**src/rtl/spi_reg_slave.sv**
```systemverilog
// spi_reg_slave: SPI mode-0 slave (MSB first) exposing a 2^ADDR_W byte
// register bank. Every SPI input is oversampled in the clk domain, so
// sck must run at clk/8 or slower.
//
// Frame: a command byte {rw, ..., addr[ADDR_W-1:0]} followed by data bytes.
// Byte 0 of the bank is the read-only ID_VALUE. Writes to byte 0 are dropped.
//
// Optional feature macro: SPI_REG_AUTOINC_EN
//   defined   - burst mode. The address increments after every data byte.
//   undefined - a single data byte per frame. Later bytes are ignored.
module spi_reg_slave #(
  parameter int          ADDR_W   = 4,
  parameter logic [7:0]  ID_VALUE = 8'hA5
) (
  input  logic                          clk,
  input  logic                          rst,
  input  logic                          sck,
  input  logic                          ss_n,
  input  logic                          sdi,
  output logic                          sdo,
  output logic [8*(2**ADDR_W)-1:0]      regs_o,
  output logic                          wr_stb,
  output logic [ADDR_W-1:0]             wr_addr,
  output logic [7:0]                    wr_data
);

  localparam int DEPTH = 2**ADDR_W;

  typedef enum logic [2:0] {
    ST_ARM,
    ST_IDLE,
    ST_CMD,
    ST_DATA,
    ST_DONE
  } state_t;

  state_t state_reg, state_next;

  // Synchronizer chains. The third stage on sck and ss_n is for edge detection.
  logic [2:0] sck_sync_reg;
  logic [2:0] ss_sync_reg;
  logic [1:0] sdi_sync_reg;

  logic sck_rise, sck_fall, ss_rise, ss_level, sdi_bit;

  // Frame datapath
  logic [2:0]        bit_cnt_reg;
  logic [7:0]        shift_in_reg;
  logic [7:0]        shift_out_reg;
  logic              rw_reg;
  logic [ADDR_W-1:0] addr_reg;
  logic              sdo_reg;

  // A completed write waits here for one clk before it reaches the bank.
  logic              wr_pend_reg;
  logic [ADDR_W-1:0] pend_addr_reg;
  logic [7:0]        pend_data_reg;

  logic              wr_stb_reg;
  logic [ADDR_W-1:0] wr_addr_reg;
  logic [7:0]        wr_data_reg;

  logic [7:0] bank_reg [DEPTH];

  logic              byte_done;
  logic [7:0]        rx_byte;
  logic [ADDR_W-1:0] cmd_addr;
  logic              cmd_rw;
  logic [7:0]        cmd_rd_byte;
`ifdef SPI_REG_AUTOINC_EN
  logic [ADDR_W-1:0] addr_next;
  logic [7:0]        next_rd_byte;
`endif

  // Bring the asynchronous SPI pins into the clk domain. ss_n resets to
  // "selected" so that ARM has to see a real deselect before accepting a frame.
  always_ff @(posedge clk) begin
    if (rst) begin
      sck_sync_reg <= 3'b000;
      ss_sync_reg  <= 3'b000;
      sdi_sync_reg <= 2'b00;
    end else begin
      sck_sync_reg <= {sck_sync_reg[1:0], sck};
      ss_sync_reg  <= {ss_sync_reg[1:0], ss_n};
      sdi_sync_reg <= {sdi_sync_reg[0], sdi};
    end
  end

  assign sck_rise = sck_sync_reg[1] & ~sck_sync_reg[2];
  assign sck_fall = ~sck_sync_reg[1] & sck_sync_reg[2];
  assign ss_rise  = ss_sync_reg[1] & ~ss_sync_reg[2];
  assign ss_level = ss_sync_reg[1];
  assign sdi_bit  = sdi_sync_reg[1];

  // The byte as it will look after the current sample is shifted in.
  assign byte_done   = sck_rise && (bit_cnt_reg == 3'd7);
  assign rx_byte     = {shift_in_reg[6:0], sdi_bit};
  assign cmd_rw      = rx_byte[7];
  assign cmd_addr    = rx_byte[ADDR_W-1:0];
  assign cmd_rd_byte = bank_reg[cmd_addr];
`ifdef SPI_REG_AUTOINC_EN
  assign addr_next    = addr_reg + {{(ADDR_W-1){1'b0}}, 1'b1};
  assign next_rd_byte = bank_reg[addr_next];
`endif

  // FSM state register
  always_ff @(posedge clk) begin
    if (rst) begin
      state_reg <= ST_ARM;
    end else begin
      state_reg <= state_next;
    end
  end

  // FSM next-state logic. A deselect aborts any frame in progress.
  always_comb begin
    state_next = state_reg;
    case (state_reg)
      ST_ARM: begin
        if (ss_level) state_next = ST_IDLE;
      end
      ST_IDLE: begin
        if (!ss_level) state_next = ST_CMD;
      end
      ST_CMD: begin
        if (ss_rise)        state_next = ST_IDLE;
        else if (byte_done) state_next = ST_DATA;
      end
      ST_DATA: begin
        if (ss_rise) begin
          state_next = ST_IDLE;
        end else if (byte_done) begin
`ifdef SPI_REG_AUTOINC_EN
          state_next = ST_DATA;
`else
          state_next = ST_DONE;
`endif
        end
      end
      ST_DONE: begin
        if (ss_rise) state_next = ST_IDLE;
      end
      default: state_next = ST_ARM;
    endcase
  end

  // Shift registers, command latch, MISO driver and write hand-off.
  // bit_cnt counts sck rises within the current byte and wraps to 0 after 8.
  // A falling edge only advances MISO once the byte has seen at least one
  // rise. This keeps the MSB that was loaded at the byte boundary on the
  // line until the master samples it.
  always_ff @(posedge clk) begin
    if (rst) begin
      bit_cnt_reg   <= 3'd0;
      shift_in_reg  <= 8'h00;
      shift_out_reg <= 8'h00;
      rw_reg        <= 1'b0;
      addr_reg      <= '0;
      sdo_reg       <= 1'b0;
      wr_pend_reg   <= 1'b0;
      pend_addr_reg <= '0;
      pend_data_reg <= 8'h00;
    end else begin
      wr_pend_reg <= 1'b0;
      case (state_reg)
        ST_CMD: begin
          if (ss_rise) begin
            bit_cnt_reg <= 3'd0;
            sdo_reg     <= 1'b0;
          end else if (sck_rise) begin
            bit_cnt_reg  <= bit_cnt_reg + 3'd1;
            shift_in_reg <= rx_byte;
            if (byte_done) begin
              rw_reg   <= cmd_rw;
              addr_reg <= cmd_addr;
              if (cmd_rw) begin
                shift_out_reg <= cmd_rd_byte;
                sdo_reg       <= cmd_rd_byte[7];
              end else begin
                sdo_reg <= 1'b0;
              end
            end
          end
        end
        ST_DATA: begin
          if (ss_rise) begin
            bit_cnt_reg <= 3'd0;
            sdo_reg     <= 1'b0;
          end else if (sck_rise) begin
            bit_cnt_reg  <= bit_cnt_reg + 3'd1;
            shift_in_reg <= rx_byte;
            if (byte_done) begin
              if (!rw_reg && (addr_reg != '0)) begin
                wr_pend_reg   <= 1'b1;
                pend_addr_reg <= addr_reg;
                pend_data_reg <= rx_byte;
              end
`ifdef SPI_REG_AUTOINC_EN
              addr_reg <= addr_next;
              if (rw_reg) begin
                shift_out_reg <= next_rd_byte;
                sdo_reg       <= next_rd_byte[7];
              end
`else
              sdo_reg <= 1'b0;
`endif
            end
          end else if (sck_fall && rw_reg && (bit_cnt_reg != 3'd0)) begin
            sdo_reg       <= shift_out_reg[6];
            shift_out_reg <= {shift_out_reg[6:0], 1'b0};
          end
        end
        ST_DONE: begin
          sdo_reg <= 1'b0;
          if (ss_rise) bit_cnt_reg <= 3'd0;
        end
        default: begin
          // ARM and IDLE hold the line low and the bit counter at zero.
          bit_cnt_reg <= 3'd0;
          sdo_reg     <= 1'b0;
        end
      endcase
    end
  end

  // Write strobe. It rises in the same cycle that the bank byte changes.
  always_ff @(posedge clk) begin
    if (rst) begin
      wr_stb_reg  <= 1'b0;
      wr_addr_reg <= '0;
      wr_data_reg <= 8'h00;
    end else begin
      wr_stb_reg <= wr_pend_reg;
      if (wr_pend_reg) begin
        wr_addr_reg <= pend_addr_reg;
        wr_data_reg <= pend_data_reg;
      end
    end
  end

  // Register bank. Byte 0 is a constant ID. Every other byte is a writable register.
  for (genvar gi = 0; gi < DEPTH; gi++) begin : g_bank
    if (gi == 0) begin : g_id
      // ID byte: never writable
      always_ff @(posedge clk) begin
        bank_reg[gi] <= ID_VALUE;
      end
    end else begin : g_rw
      // Writable byte: loaded from the pending write that targets it
      always_ff @(posedge clk) begin
        if (rst) begin
          bank_reg[gi] <= 8'h00;
        end else if (wr_pend_reg && (pend_addr_reg == ADDR_W'(gi))) begin
          bank_reg[gi] <= pend_data_reg;
        end
      end
    end
    assign regs_o[8*gi +: 8] = bank_reg[gi];
  end

  assign sdo     = sdo_reg;
  assign wr_stb  = wr_stb_reg;
  assign wr_addr = wr_addr_reg;
  assign wr_data = wr_data_reg;

endmodule
```
**config.mk**
```make
export PLATFORM = sky130hd
export DESIGN_NAME = spi_reg_slave
export DESIGN_NICKNAME = d
export VERILOG_FILES = /design/src/rtl/spi_reg_slave.sv
export SDC_FILE = /design/constraint.sdc
export NUM_CORES = 1
export LEC_CHECK = 0
export ABC_AREA = 1
export CAP_MARGIN = 20
export CORE_ASPECT_RATIO = 1.4
export CORE_MARGIN = 10
export CORE_UTILIZATION = 45
export CTS_CLUSTER_DIAMETER = 150
export DETAILED_ROUTE_END_ITERATION = 10
export GPL_TIMING_DRIVEN = 0
export PLACE_DENSITY = 0.78
export SYNTH_ARGS = -nofsm -noshare
export SYNTH_HDL_FRONTEND = slang
export SYNTH_SLANG_ARGS = --single-unit
export TNS_END_PERCENT = 20
```
**constraint.sdc**
```tcl
create_clock -name clk -period 2.6 [get_ports clk]
set_input_delay 0.39 -clock clk [delete_from_list [all_inputs] [get_ports clk]]
set_output_delay 0.39 -clock clk [all_outputs]
set_load 0.01 [all_outputs]
```
=== Yosys cells after proc, flatten, opt, wreduce, memory -nomap -nowiden ===
Memories as Yosys holds them, arrays and structs flattened.
Index checks and enable logic that the tools add are counted.

* $add $sub $neg: 1
* Multipliers: 0
* Div/mod/pow operators: 0
* $lt $le $gt $ge: 0
* Equality and inequality tests: 36
* Shift operators: 0
* Mux-type cells: 92
* Bitwise gates (word level): 25
* Reductions and logical operators: 33

{| class="wikitable"
|+ Operators by type and width
! cell !! count
|-
| $mux W8 || 15
|-
| $mux W1 || 56
|-
| $mux W7 || 7
|-
| $eq A4 B4 Y1 const B || 8
|-
| $mux W3 || 10
|-
| $ne A2 B2 Y1 const B || 10
|-
| $logic_and A1 B1 Y1 || 19
|-
| $eq A4 B3 Y1 const B || 4
|-
| $or A1 B1 Y1 || 15
|-
| $pmux W3 S5 || 1
|-
| $pmux W7 S2 || 1
|-
| $reduce_and A5 Y1 || 2
|-
| $ne A3 B3 Y1 const B || 3
|-
| $eq A4 B2 Y1 const B || 2
|-
| $ne A4 B4 Y1 const B || 2
|-
| $reduce_and A4 Y1 || 2
|-
| $reduce_and A8 Y1 || 1
|-
| $not A1 Y1 || 7
|-
| $eq A3 B2 Y1 const B || 2
|-
| $eq A3 B3 Y1 const B || 2
|-
| $pmux W3 S2 || 1
|-
| $reduce_or A5 Y1 || 1
|-
| $eq A4 B1 Y1 const B || 1
|-
| $reduce_bool A4 Y1 || 1
|-
| 12 further kinds || 14
|}

* Register bits: 60
* Bits in latches: 0
* Memory bits (writable): 128
* Bits in read-only memories: 0
* Memories: 1

{| class="wikitable"
|+ Memory list
! name !! words !! width !! rd ports !! clocked after memory_dff !! write ports !! RTL line !! text
|-
| bank_reg || 16 || 8 || 17 || 0 || 16 || 63 || <nowiki>logic [7:0] bank_reg [DEPTH];</nowiki>
|}

=== Longest topological paths before layout ===
Gate-level depths: netlist of run 1.

* Depth after elaboration: 8
* Mapped depth: 12
* Depth with buffers taken out: 11

=== Worst setup path after synthesis of run 1 ===
No wires, ideal clock.

* Kind: reg2reg
* From: reg wr_pend_reg
* To: mem bank_reg[13][0], enable pin
* Library setup time: 0.387 ns
* Arrival time: 1.518 ns
* Required time: 2.213 ns
* Path slack: 0.696 ns
* Cell stages (with the launch flop): 5
* Path buffers: 2
* Cells stage by stage: dfxtp_1 buf_2 clkbuf_1 nand2_1 o31ai_1

{| class="wikitable"
|+ RTL lines
! item !! RTL line !! text
|-
| start, declared || 55 || <nowiki>logic wr_pend_reg;</nowiki>
|-
| start signal, assigned || 160 || <nowiki>wr_pend_reg <= 1'b0;</nowiki>
|-
| start signal, assigned || 164 || <nowiki>wr_pend_reg <= 1'b0;</nowiki>
|-
| start signal, assigned || 194 || <nowiki>wr_pend_reg <= 1'b1;</nowiki>
|-
| end, declared || 63 ||
|}

==> key figures, run 1 <==
Run status
  – Outcome: finished clean

Timing
  – Actual slew at the worst max-slew pin: approximately 1.1 ns
  – Hold_ws: about 0.25 ns
  – Clock skew: 0.0112 ns
  – Fin crit period: 2.38 ns
  – Max Slew Vio Count: 0
  – Endpoints failing setup: 0
  – Final period utilization: around 90%
  – Slew headroom: 28.5%
  – Fin. Hold Viols: 0
  – RSZ-0062 raised after global routing: false
  – Max Fclk: 0.420 GHz

Place
  – Buffers on Ports: 137
  – RePlAce Congestion: 0.930
  – Hpwl dp: 20500 um
  – Placed instance count: 1269

Yosys
  – Post-Synthesis Cells: 888
  – FFs w/ async S/R, synth: 0%
  – YS warnings: 0
  – Synth cell types: 35
  – Ys flop type: edfxtp_1
  – #FFs+latches synth: 180
  – EDFF count, synth: 120
  – Cell Area, Synth: approximately 8000 sq um
  – Post-synthesis sequential area ratio: 59.6%
  – Syn Area/Cell: about 9 sq um

Finish
  – # fillers: 1494
  – Final net count: 1060
  – Layout cells sized above 1: 8.08%
  – Max reg flops: 120
  – Most common cell after layout, fill and taps aside: nor2_1
  – Ant diodes: 0
  – Commonest non-fill, non-tap cells in the layout: nor2_1, clkdlybuf4s50_1, edfxtp_1
  – Final core occ: between 50% and 60%
  – Area Overhead vs Synth: 28.3%
  – Post-Layout Cell Count: 1301

Pwr
  – VDD IR-drop max: slightly above 0.4 mV
  – Leakage power: 3.74 nW
  – Total power: 6.55 mW
  – PwrDens: 633 nW/um^2

Worst setup path
  – Data arrival, critical path: 2.43 ns
  – Setup crit start kind: register
  – Max FO, Critical Path: 10
  – Launching point of the worst reg2reg path: wr_pend_reg
  – Worst R2R Path Depth: 4
  – R2R Setup Slk: 0.22 ns
  – Crit end category: register
  – Worst Setup SP: wr_pend_reg
  – Critical Path RT: approximately 2.7 ns
  – WS Path Type: reg -> reg

Floorplanning
  – I/O Pins: 147
  – Die area: between 20000 and 25000 sq um
  – Die width: ~130 um
  – DIE HEIGHT: 178 um
  – Initial Util: between 40 and 50%
  – Core box area: 17500 sq um
  – Site Rows: 57

Global route
  – Overflow left after global routing: 0
  – Vias in the first global route: about 7k
  – Largest net degree at the start of global routing: 17
  – Initial antenna violation count: 0
  – Total global-route track usage: 22.9%
  – First-pass GRT wire length: 41300 um

Clock tree
  – CTS tree: done
  – Clock Tree Buf Depth: 2
  – Hold buffers post-CTS: 0
  – Worst-skew pair later-pin latency: 0.44 ns
  – Worst-path clk slew: 0.06 ns
  – CTS Buf Count: 17
  – Root Buffer: clkbuf_16
  – # clock sinks: 180
  – H-tree Lvls: 4
  – CTS resizes: 0
  – Postcts setup bufs: 0

Routing
  – Routed via count divided by cell count: about 5.6
  – Drt drc: 0
  – Via count: 7302
  – Routed Antenna Nets: 0
  – Initial DRT Pass Iterations: 6
  – Routed len/inst: ~21 um
  – Iteration-0 DRC Markers: about 960
  – Final wirelength: 27700 um

Hold path
  – Worst hold path type: in -> reg
  – Worst hold start: rst
  – Hold Path Depth: 2

Flow run
  – Max-Cap Viols: 0
## through the flow
step                      setup WS [ns]  cell area (sq um)  TNS [ns]
final                             0.218              10300         0
after global routing             0.0667              10300         0
after CTS                         0.287              10300         0
after detailed placement          0.297               9780         0
after global placement          -0.0723               9760     -1.06
after floorplan                   0.696               8090         0
## cell families after synthesis
logic type	share of synthesized area, %
other	0.0931
adder cells (fa/ha/maj)	0.465
AO/OA/AOI/OAI	10.2
buffers and inverters	7.61
AND/OR/NAND/NOR	22.0
flip-flops	59.6
## per-layer routing
| metal | up-vias | wire length, um | GRT usage [%] |
|---|---|---|---|
| met4 | 0 | 1630 | 14.6 |
| met5 | - | 0 | 0 |
| li1 | 3297 | - | - |
| met1 | 3427 | 9240 | 24.2 |
| met3 | 112 | 2630 | 5.32 |
| met2 | 466 | 14200 | 40.3 |
## area by class of cell
type / instances / area, sq um / share of cell area (%)
plain buffers: 60 / 325 / 3.14
clock buffers: 19 / 433 / 4.18
clock inverters: 13 / 139 / 1.34
inverters: 77 / 289 / 2.79
multi-input cells: 577 / 2680 / 25.9
flip-flops and latches: 180 / 4800 / 46.4
well taps: 236 / 295 / 2.85
repair buffers: 139 / 1380 / 13.3
## critical path, stage by stage (launching register included)
cell and delay [ns]:
dfxtp_1 0.30, buf_2 0.18, clkbuf_1 0.40, nand2_1 0.20
o31ai_2 0.92
## power by group
| group | leakage (nW) | switching [mW] | internal [mW] |
|---|---|---|---|
| logic | 1.84 | 0.432 | 0.297 |
| clock network | 0.281 | 1.06 | 1.49 |
| registers | 1.62 | 0.103 | 3.17 |
| total | 3.74 | 1.59 | 4.96 |
## synthesized netlist by cell type (3+ instances only)
master    count  area share [%]
nand3_1      70             4.3
nand2_1      91             4.2
o21ai_0      74             4.6
buf_6         4            0.56
a211oi_1      4            0.37
buf_4        12             1.1
dfxtp_1      60              15
buf_2        20             1.2
nand3b_1     12             1.1
o211ai_1      6            0.56
nor2_2        5            0.39
ha_1          3            0.47
edfxtp_1    120              45
o31ai_1       3            0.28
nor2_1      200             9.3
inv_2         5            0.23
clkbuf_1     22             1.0
clkinv_1     10            0.47
nor3_1       15            0.93
o21ai_1       4            0.25
nand4_1       8            0.62
a21oi_1      61             3.8
inv_1        62             2.9
## path summary, 6_finish.rpt
kind | endpoint
worst max register to register | bank_reg[13][6]
worst min register to register | sdi_sync_reg[1]
worst max-delay path | bank_reg[13][6]
worst min-delay path | wr_addr[0]
(Power assumes the default switching activity.)
==> run 2: changes to the inputs <==
--- a/config.mk
+++ b/config.mk
@@ -13,7 +13,7 @@
 export CTS_CLUSTER_DIAMETER = 150
 export DETAILED_ROUTE_END_ITERATION = 10
 export GPL_TIMING_DRIVEN = 0
-export PLACE_DENSITY = 0.78
+export PLACE_DENSITY = 0.72
 export SYNTH_ARGS = -nofsm -noshare
 export SYNTH_HDL_FRONTEND = slang
 export SYNTH_SLANG_ARGS = --single-unit
==> key figures, run 2 (synthesis results as in run 1) <==
Place
  – Pre-CTS WS: 0.268 ns (-0.0290 ns)
  – Buffers on Ports: 137 (unchanged)
  – Placed instance count: 1268 (-0.079%)
  – RePlAce Congestion: 0.981 (+5.5%)
  – Hpwl dp: 20300 um (-1.2%)
  – Area after DPL: 9780 sq um (about the same)

Floorplanning
  – Initial Util: 46.2% (unchanged)
  – Core box area: 17500 sq um (unchanged)
  – I/O Pins: 147 (unchanged)
  – Site Rows: 57 (unchanged)
  – Die width: 133 um (unchanged)
  – Die area: 23800 sq um (unchanged)
  – DIE HEIGHT: 178 um (unchanged)

Routing
  – Routed Antenna Nets: 0 (unchanged)
  – Iteration-0 DRC Markers: 1007 (+5.2%)
  – Drt drc: 0 (unchanged)
  – Via count: 7218 (-1.2%)
  – Final wirelength: 27000 um (-2.4%)
  – Routed via count divided by cell count: 5.55 (-1.1%)
  – Initial DRT Pass Iterations: 7 (+1)
  – Routed len/inst: 20.8 um (-2.3%)

Timing
  – Fin. Hold Viols: 0 (unchanged)
  – Final period utilization: 88.5% (-3.1 points)
  – Clock skew: 0.00899 ns (-0.00219 ns)
  – Hold_ws: 0.264 ns (+0.0160 ns)
  – Fin crit period: 2.30 ns (-0.0804 ns)
  – Final WS setup: 0.299 ns (+0.0804 ns)
  – Endpoints failing setup: 0 (unchanged)
  – RSZ-0062 raised after global routing: false
  – Max Slew Vio Count: 0 (unchanged)
  – Max Fclk: 0.435 GHz (+3.5%)
  – Actual slew at the worst max-slew pin: 0.986 ns (-0.0796 ns)
  – Slew headroom: 33.9% (+5.3 points)

Finish
  – Post-route cell area: 10400 sq um (about the same)
  – Final net count: 1059 (-0.094%)
  – Commonest non-fill, non-tap cells in the layout: nor2_1, clkdlybuf4s50_1, edfxtp_1
  – Layout cells sized above 1: 8.46% (+0.38 points)
  – Post-Layout Cell Count: 1300 (-0.077%)
  – Area Overhead vs Synth: 28.4% (about the same)
  – Ant diodes: 0 (unchanged)
  – Max reg flops: 120 (unchanged)
  – Most common cell after layout, fill and taps aside: nor2_1
  – # fillers: 1501 (+0.47%)

Clock tree
  – Hold buffers post-CTS: 0 (unchanged)
  – Postcts setup bufs: 0 (unchanged)
  – H-tree Lvls: 4 (unchanged)
  – CTS Buf Count: 17 (unchanged)
  – Worst-path clk slew: 0.07 ns (about the same)
  – CTS resizes: 0 (unchanged)
  – Clock Tree Buf Depth: 2 (unchanged)
  – # clock sinks: 180 (unchanged)
  – CTS tree: done
  – Worst-skew pair later-pin latency: 0.43 ns (about the same)
  – Root Buffer: clkbuf_16

Worst setup path
  – Max FO, Critical Path: 10 (unchanged)
  – Setup crit start kind: register
  – Critical Path RT: 2.64 ns (about the same)
  – Data arrival, critical path: 2.34 ns (-0.09 ns)
  – Crit end category: register
  – WS Path Type: reg -> reg

Flow run
  – Max-Cap Viols: 0 (unchanged)

Pwr
  – Total power: 6.55 mW (about the same)
  – Leakage power: 3.73 nW (-0.46%)
  – VDD IR-drop max: 0.429 mV (+6.2%)
  – PwrDens: 632 nW/um^2 (-0.12%)

Hold path
  – Worst hold path type: in -> reg

Global route
  – Vias in the first global route: 6994 (-2.9%)
  – First-pass GRT wire length: 40200 um (-2.6%)
  – Initial antenna violation count: 0 (unchanged)
  – Overflow left after global routing: 0 (unchanged)
  – Total global-route track usage: 22.1% (-0.78 points)
  – Largest net degree at the start of global routing: 17 (unchanged)

Run status
  – Outcome: finished clean
[run 2: cell count changes in the layout (fill, tap and decap cells not counted), sizes merged]
cell / change
clkinv: -5
clkinvlp: +5
inv: +3
clkbuf: -2
buf: -1
bufinv: -1
[run 2: worst max-delay path, stage by stage (launching register included)]
cell	delay (ns)
dfxtp_1	0.30
buf_2	0.17
clkbuf_1	0.38
nand2_1	0.20
o31ai_2	0.86
[run 2: final cells by class]
cell class              count  area, sq um  share of cell area (%)
multi-input cells         577         2690                    25.9
inverters                  77          289                    2.79
repair buffers            138         1380                    13.3
clock buffers              17          425                    4.11
plain buffers              60          325                    3.14
well taps                 236          295                    2.85
flip-flops and latches    180         4800                    46.4
clock inverters            15          154                    1.49
[run 2: path summary, 6_finish.rpt]
kind | start | endpoint | slack (ns) | cells after the start
worst max register to register | wr_pend_reg | bank_reg[14][7] | 0.30 | 4
worst min register to register | sdi_sync_reg[0] | sdi_sync_reg[1] | 0.41 | 2
worst min-delay path | rst | wr_addr[0] | 0.26 | 2
worst max-delay path | wr_pend_reg | bank_reg[14][7] | 0.30 | 4
[run 2: report_power, final]
group / total [mW] / switching (mW) / internal (mW)
logic: 0.722 / 0.424 / 0.298
registers: 3.28 / 0.104 / 3.17
clock network: 2.55 / 1.13 / 1.42
total: 6.55 / 1.66 / 4.89
[run 2: metal layers]
layer / wire length [um] / track usage, %
met1: 9270 / 23.5
met2: 13800 / 40.1
met5: 0 / 0
met3: 2410 / 4.45
met4: 1560 / 12.4
[run 2: metrics by stage]
step | setup TNS (ns) | util, %
after floorplan | 0 | -
after global placement | -1.16 | 55.8
after detailed placement | 0 | 56.0
after CTS | 0 | 59.3
after global routing | 0 | 59.3
final | 0 | 59.3
